## config.mk

```make
export PLATFORM = sky130hd
export DESIGN_NAME = eth_pcs_rx_block_synch_ml
export DESIGN_NICKNAME = d
export VERILOG_FILES = /design/src/rtl/eth_pcs_rx_block_synch_ml.sv
export SDC_FILE = /design/constraint.sdc
export NUM_CORES = 1
export LEC_CHECK = 0
export CAP_MARGIN = 10
export CELL_PAD_IN_SITES_DETAIL_PLACEMENT = 0
export CELL_PAD_IN_SITES_GLOBAL_PLACEMENT = 2
export CORE_ASPECT_RATIO = 0.6
export CORE_UTILIZATION = 37
export CTS_BUF_LIST = sky130_fd_sc_hd__clkbuf_8
export DETAILED_ROUTE_END_ITERATION = 6
export PLACE_DENSITY = 0.78
export SETUP_SLACK_MARGIN = 0.2
export SLEW_MARGIN = 20
export SYNTH_ARGS = -nofsm -noshare
export SYNTH_HDL_FRONTEND = slang
export SYNTH_SLANG_ARGS = --single-unit
```

## constraint.sdc

```tcl
create_clock -name i_clk -period 2 [get_ports i_clk]
set_input_delay 0.3 -clock i_clk [delete_from_list [all_inputs] [get_ports i_clk]]
set_output_delay 0.3 -clock i_clk [all_outputs]
set_load 0.02 [all_outputs]
```

## src/rtl/eth_pcs_rx_block_synch_ml.sv

```systemverilog
// Multi-lane 64b/66b block synchroniser: one lock FSM per lane, slip requests and all-lanes lock.
// Optional post-slip holdoff enabled by defining ETH_PCS_RX_BLOCK_SYNCH_SLIP_HOLDOFF_EN.
module eth_pcs_rx_block_synch_ml #(
  parameter int unsigned N_LANES     = 4,
  parameter int unsigned SH_CNT_TH   = 64,
  parameter int unsigned SH_INVAL_TH = 16,
  parameter int unsigned SLIP_WAIT   = 2
) (
  input  logic                   i_clk,
  input  logic                   i_reset,
  input  logic [N_LANES-1:0]     i_valid,
  input  logic [2*N_LANES-1:0]   i_sync_hdr,
  output logic [N_LANES-1:0]     o_rx_lock,
  output logic [N_LANES-1:0]     o_slip,
  output logic                   o_all_lock
);

  localparam int unsigned ShW  = $clog2(SH_CNT_TH + 1);
  localparam int unsigned InvW = $clog2(SH_INVAL_TH + 1);
  localparam logic [ShW-1:0]  ShLast  = ShW'(SH_CNT_TH - 1);
  localparam logic [InvW-1:0] InvLast = InvW'(SH_INVAL_TH - 1);

  if (N_LANES < 1 || SH_INVAL_TH < 1 || SH_INVAL_TH > SH_CNT_TH || SLIP_WAIT < 1)
  begin : g_param_check
    $error("eth_pcs_rx_block_synch_ml: illegal parameter combination");
  end

  typedef enum logic {StUnlocked, StLocked} state_e;

  state_e          state_q       [N_LANES];
  state_e          state_d       [N_LANES];
  logic [ShW-1:0]  sh_cnt_q      [N_LANES];
  logic [ShW-1:0]  sh_cnt_d      [N_LANES];
  logic [InvW-1:0] inval_cnt_q   [N_LANES];
  logic [InvW-1:0] inval_cnt_d   [N_LANES];
  logic [N_LANES-1:0] sh_almost_q, sh_almost_d;
  logic [N_LANES-1:0] inval_almost_q, inval_almost_d;
  logic [N_LANES-1:0] hdr_good, hold_busy;
  logic [N_LANES-1:0] slip_q, slip_d;
  logic [N_LANES-1:0] rx_lock;
  logic               all_lock_q;

  always_comb begin
    for (int k = 0; k < N_LANES; k++) begin
      hdr_good[k] = i_sync_hdr[2*k] ^ i_sync_hdr[2*k+1];
      rx_lock[k]  = (state_q[k] == StLocked);
    end
  end

`ifdef ETH_PCS_RX_BLOCK_SYNCH_SLIP_HOLDOFF_EN
  localparam int unsigned HoldW = $clog2(SLIP_WAIT + 1);

  logic [HoldW-1:0] hold_q [N_LANES];
  logic [HoldW-1:0] hold_d [N_LANES];

  // A slip reloads the holdoff; each valid beat during holdoff is consumed without effect.
  always_comb begin
    hold_d = hold_q;
    for (int k = 0; k < N_LANES; k++) begin
      hold_busy[k] = (hold_q[k] != '0);
      if (i_valid[k] && hold_busy[k]) hold_d[k] = hold_q[k] - HoldW'(1);
      if (slip_d[k]) hold_d[k] = HoldW'(SLIP_WAIT);
    end
  end

  always_ff @(posedge i_clk) begin
    if (i_reset) begin
      for (int k = 0; k < N_LANES; k++) hold_q[k] <= '0;
    end else begin
      hold_q <= hold_d;
    end
  end
`else
  assign hold_busy = '0;
`endif

  always_comb begin
    state_d     = state_q;
    sh_cnt_d    = sh_cnt_q;
    inval_cnt_d = inval_cnt_q;
    slip_d      = '0;
    for (int k = 0; k < N_LANES; k++) begin
      if (i_valid[k] && !hold_busy[k]) begin
        unique case (state_q[k])
          StUnlocked: begin
            if (!hdr_good[k]) begin
              slip_d[k]      = 1'b1;
              sh_cnt_d[k]    = '0;
              inval_cnt_d[k] = '0;
            end else if (sh_almost_q[k]) begin
              state_d[k]     = StLocked;
              sh_cnt_d[k]    = '0;
              inval_cnt_d[k] = '0;
            end else begin
              sh_cnt_d[k] = sh_cnt_q[k] + ShW'(1);
            end
          end
          StLocked: begin
            // Lock loss wins over a coincident window end.
            if (!hdr_good[k] && inval_almost_q[k]) begin
              state_d[k]     = StUnlocked;
              slip_d[k]      = 1'b1;
              sh_cnt_d[k]    = '0;
              inval_cnt_d[k] = '0;
            end else if (sh_almost_q[k]) begin
              sh_cnt_d[k]    = '0;
              inval_cnt_d[k] = '0;
            end else begin
              sh_cnt_d[k] = sh_cnt_q[k] + ShW'(1);
              if (!hdr_good[k]) inval_cnt_d[k] = inval_cnt_q[k] + InvW'(1);
            end
          end
          default: state_d[k] = StUnlocked;
        endcase
      end
      // Registered one beat ahead so the next beat's threshold test is a single flop.
      sh_almost_d[k]    = (sh_cnt_d[k] == ShLast);
      inval_almost_d[k] = (inval_cnt_d[k] == InvLast);
    end
  end

  always_ff @(posedge i_clk) begin
    if (i_reset) begin
      for (int k = 0; k < N_LANES; k++) begin
        state_q[k]     <= StUnlocked;
        sh_cnt_q[k]    <= '0;
        inval_cnt_q[k] <= '0;
      end
      sh_almost_q    <= {N_LANES{ShLast == '0}};
      inval_almost_q <= {N_LANES{InvLast == '0}};
      slip_q         <= '0;
      all_lock_q     <= 1'b0;
    end else begin
      state_q        <= state_d;
      sh_cnt_q       <= sh_cnt_d;
      inval_cnt_q    <= inval_cnt_d;
      sh_almost_q    <= sh_almost_d;
      inval_almost_q <= inval_almost_d;
      slip_q         <= slip_d;
      all_lock_q     <= &rx_lock;
    end
  end

  assign o_rx_lock  = rx_lock;
  assign o_slip     = slip_q;
  assign o_all_lock = all_lock_q;

endmodule

```

### Yosys cells after proc, flatten, opt, wreduce, memory -nomap -nowiden

Index checks and enable logic that the tools add are counted.

* register bits after elaboration: 65
* input bits: 14
* word-level logic and storage cells: 136

* multiplexer cells: 76
* equality and inequality tests: 8
* bitwise operators: 12
* reductions and logical operators: 13
* $add $sub $neg: 8

Operators by type and width (count)
* two-way mux 5 bit: 24
* two-way mux 7 bit: 16
* one-hot mux 7 bit (2 select lines): 4
* one-hot mux 5 bit (2 select lines): 4
* adder 7 x 1 -> 7 bit, second input constant: 4
* == test 7 x 6 -> 1 bit, second input constant: 4
* adder 5 x 1 -> 5 bit, second input constant: 4
* == test 5 x 4 -> 1 bit, second input constant: 4
* two-way mux 1 bit: 20
* one-hot mux 1 bit (2 select lines): 8
* NOT 1 bit: 8
* OR reduction 2 bit: 4
* logical AND 1 bit: 4
* logical NOT 1 bit: 4
* AND reduction 4 bit: 1
* XOR 1 bit: 4

### Depth between registers and ports, before layout

* depth after elaboration: 7
* mapped depth: 6
* depth with buffers taken out: 6

### Worst setup path after synthesis

Ideal clock, no wire load.

* path kind: flip-flop to flip-flop
* start point: reg state_q (netlist bit o_rx_lock[0])
* end point: reg inval_almost_q[0]
* path slack: 0.432 ns
* data arrival time: 1.508 ns
* path buffers: 0
* clock period less this slack: 1.568 ns
* stages on the path, launching flop included: 6
* path through: dfxtp_1 -> or3b_4 -> o221ai_2 -> a22oi_1 -> a211oi_1 -> and3_1

* cells in the longest elaborated chain, start to end: 4

RTL lines
* from (decl): RTL line 30 `state_e state_q [N_LANES];`
* from (signal, indexed assignment): RTL line 125 `state_q[k] <= StUnlocked;`
* from (signal assigned): RTL line 134 `state_q <= state_d;`
* NOT 1 bit
* one-hot mux 5 bit (2 select lines) *: RTL line 84 `unique case (state_q[k])`
* two-way mux 5 bit *: RTL line 83 `if (i_valid[k] && !hold_busy[k]) begin`
* == test 5 x 4 -> 1 bit *: RTL line 118 `inval_almost_d[k] = (inval_cnt_d[k] == InvLast);`
* to (signal assigned): RTL line 130 `inval_almost_q <= {N_LANES{InvLast == '0}};`
* to (signal assigned): RTL line 138 `inval_almost_q <= inval_almost_d;`
* to (decl): RTL line 37 `logic [N_LANES-1:0] inval_almost_q, inval_almost_d;`

Every way passes the cells marked *; elsewhere a longest branch is shown, timed or not.
A chain may end at the register's enable or synchronous reset.

### Worst setup path after layout

* start point: reg state_q (netlist bit o_rx_lock[0])
* end point: out o_rx_lock[0]

RTL lines
* to (decl): RTL line 13 `output logic [N_LANES-1:0] o_rx_lock,`

No word-level cell between the ends.

==> flow_summary.toml <==
[floorplanning]
die_area_sq_um = 9623
die_h_um = 76.39
rows = 26
die_w_um = 126.0
core_area_sq_um = 8718
initial_core_util = 0.3914
ios = 23

[cells_and_area]
antenna_cells = 0
syn2layout_area_growth_pct = 17.86
fillers = 887
layout.nets = 471
drive_above_1_share = 0.1067

[yosys]
ys_warn_count = 0
yosysTopAreaCell = "dfxtp_1"
synth_area_leaders = "dfxtp_1 38%, nor2_1 6.5%, a21oi_1 5.9%"
ys.flop_type = "dfxtp_1"
ys_types = 60
synth_async_sr_flop_share = 0
ys_ff_latch = 65
synth_top_area_share = 0.3814
synthCells = 413
syn-cell-area_sq_um = 3412
syn_avg_cell_area_sq_um = 8.262
synth_edf_count = 0
synthTopCellsByCount = "65 x dfxtp_1, 59 x nor2_1, 40 x a21oi_1"
synth.most_common_cell = "dfxtp_1"
synth.yosys.seq_area_share = 0.3814
synthesis.nets = 435

[timing]
finalSetupViolations = 0
min_period_over_period = 0.8620
min_period_ps = 1724
fin_ws_ps = 275.9
fmax_ghz = 0.5800
grt_setup_unrepaired = "no"
finalMaxSlewViolations = 0
hold_viol_final = 0
holdWs_ps = 471.3
worst_pin_slew_ps = 473.7
skew_ps = 8.436
slew_headroom = 0.6831

[detailed_routing]
top_layer = "met4"
antenna_left = 0
dr_wl_met3_um = 346
vias = 2921
wl_met2_um = 2762
met1_length_um = 4269
drc = 0
drt-total-wl_um = 7468
drt_iter0_markers = 203
drt-vias-per-instance = 5.198
post_drt_wl_per_cell_um = 13.29
firstDrtPassIters = 4

[setup_path]
reg2reg_depth = 6
r2r_end = "sh_almost_q[3]$_SDFF_PP0_"
cp_max_fo = 7
regToRegSetupSlack_ps = 360
r2r-start = "sh_cnt_q[0]$_SDFF_PP0_"
endpoint = "o_rx_lock[0]"
worstSetupPathType = "flip-flop to output port"
cp.required_ps = 1700
end_kind = "output port"
worstPathArrival_ps = 1420
worstSetupStartpoint = "o_rx_lock[0]$_SDFFE_PP0P_"
critPathLaunchType = "flip-flop"

[cts]
cts.sinks = 65
cts.clk_slew.worst_paths_ps = 70
cts_tree = "done"
clk_latency_ps = 340
root_buffer = "clkbuf_8"
cts_buffer_depth = 2
cts.htree.levels = 3
numCtsBuffers = 9

[status]
status = "completed"

[grt]
first_global_vias = 2669
grt_pass1_wl_um = 13080
track_usage = 0.1694
antenna_found_initial = 0
grt-ovfl-total = 0
grt_max_degree = 44

[power]
vdd_drop_max_mv = 0.3245
leakage_nw = 1.462
clock_power_share = 0.360
power_switching_uw = 623.6
p_seq_frac = 0.539
power_density_nw_per_um2 = 610.6
p_sw_frac = 0.2539
p_int_mw = 1.832
p_comb_frac = 0.101

[min_path]
min_path_type = "flip-flop to flip-flop"

[place]
pre_cts_slack_ps = -16.61
routabilityCongestion = 0.7744
portBuffers = 22
dp_hpwl_um = 5280

[flow_run]
maxCapViolCount = 0
==> routing by layer <==
layer | GRT usage | up-vias
met2 | 0.2144 | 49
met4 | 0.05663 | 0
met1 | 0.2593 | 1314
met3 | 0.05478 | 8
met5 | 0 | -
li1 | - | 1550
==> worst max-delay path: stages, from the launching register on <==
cell and delay, ps:
dfxtp_1 320, buf_4 150, clkdlybuf4s50_1 610
==> registers in the layout, summed over array words and instances, names as in the netlist <==
name,count
inval_almost_q,4
inval_cnt_q,20
o_all_lock,1
o_rx_lock,4
o_slip,4
sh_almost_q,4
sh_cnt_q,28
==> worst min path at each step <==
stage | from | end | slack, ps | cells after the start
2_1_floorplan | sh_cnt_q[11]$_SDFF_PP0_ | sh_almost_q[2]$_SDFF_PP0_ | 440 | 2
3_3_place_gp | sh_cnt_q[11]$_SDFF_PP0_ | sh_almost_q[2]$_SDFF_PP0_ | 470 | 2
3_5_place_dp | sh_cnt_q[11]$_SDFF_PP0_ | sh_almost_q[2]$_SDFF_PP0_ | 460 | 2
4_1_cts | sh_cnt_q[11]$_SDFF_PP0_ | sh_almost_q[2]$_SDFF_PP0_ | 480 | 2
5_1_grt | sh_cnt_q[11]$_SDFF_PP0_ | sh_almost_q[2]$_SDFF_PP0_ | 490 | 2
6_report | sh_cnt_q[11]$_SDFF_PP0_ | sh_almost_q[2]$_SDFF_PP0_ | 470 | 2
==> cell families after synthesis <==
| group | share of synthesized area |
|---|---|
| xor gates and xnor gates | 0.07848 |
| DFF | 0.3814 |
| and+or+nand+nor | 0.2904 |
| muxes | 0.008801 |
| buffers and inverters | 0.02970 |
| adders and majority gates | 0.02934 |
| AOI/OAI and AO/OA | 0.1819 |
==> final cells by class <==
type | instances | area [sq um] | share of cell area
clock buffer | 9 | 123.9 | 0.03080
clock inverter | 3 | 13.76 | 0.003423
inverter | 8 | 30.03 | 0.007467
multi-input combinational | 325 | 2031 | 0.5050
sequential | 65 | 1303 | 0.3239
tap | 112 | 140.1 | 0.03485
timing repair buffer | 40 | 380.4 | 0.09459
==> power groups by stage <==
| stage | Combinational, mW | Sequential [mW] | Clock, mW |
|---|---|---|---|
| final | 0.249 | 1.32 | 0.884 |
| after global routing | 0.276 | 1.32 | 0.985 |
| after CTS | 0.248 | 1.32 | 0.925 |
| after detailed placement | 0.247 | 1.35 | 0 |
| after global placement | 0.251 | 1.35 | 0 |
| after floorplan | 0.143 | 1.35 | 0 |
==> cell usage in the layout (no fill, tap or decap), drive strengths merged, types with 2 or more instances in the layout <==
cell and instances:
clkinv 2, xor2 15, o31ai 5, nor4b 3
a32oi 3, clkbuf 9, and3 5, nor4 8
o21a 2, nor3 7, clkdlybuf4s50 19, o21ai 25
nand4b 2, a22oi 4, a211oi 3, a21oi 41
inv 9, nand4 10, dlygate4sd2 2, nor2 59
or2b 2, nor2b 6, nor4bb 2, nand2 34
nor3b 5, mux2i 3, nand2b 11, a21o 8
and4b 2, nand3b 3, dfxtp 65, ha 8
and2 2, buf 18, xnor2 13, nand3 19
==> metrics by stage <==
| stage | instance area (sq um) | setup TNS, ps | utilization | total power [mW] | instances |
|---|---|---|---|---|---|
| global placement | 3846 | 0 | 0.4412 | 1.603 | 548 |
| finish | 4021 | 0 | 0.4613 | 2.456 | 562 |
| CTS | 3981 | 0 | 0.4567 | 2.496 | 560 |
| floorplan | 3412 | 0 | - | 1.497 | 413 |
| detailed placement | 3846 | -16.61 | 0.4412 | 1.599 | 548 |
| global route | 4021 | 0 | 0.4613 | 2.586 | 562 |
==> timing repair <==
action | in CTS | in global routing
resized for setup | 2 | 5
buffers inserted | 0 | 2
pin swaps | 0 | 1
setup endpoints to repair | 2 | 4
hold buffers | 0 | 0
(Power assumes the default switching activity.)
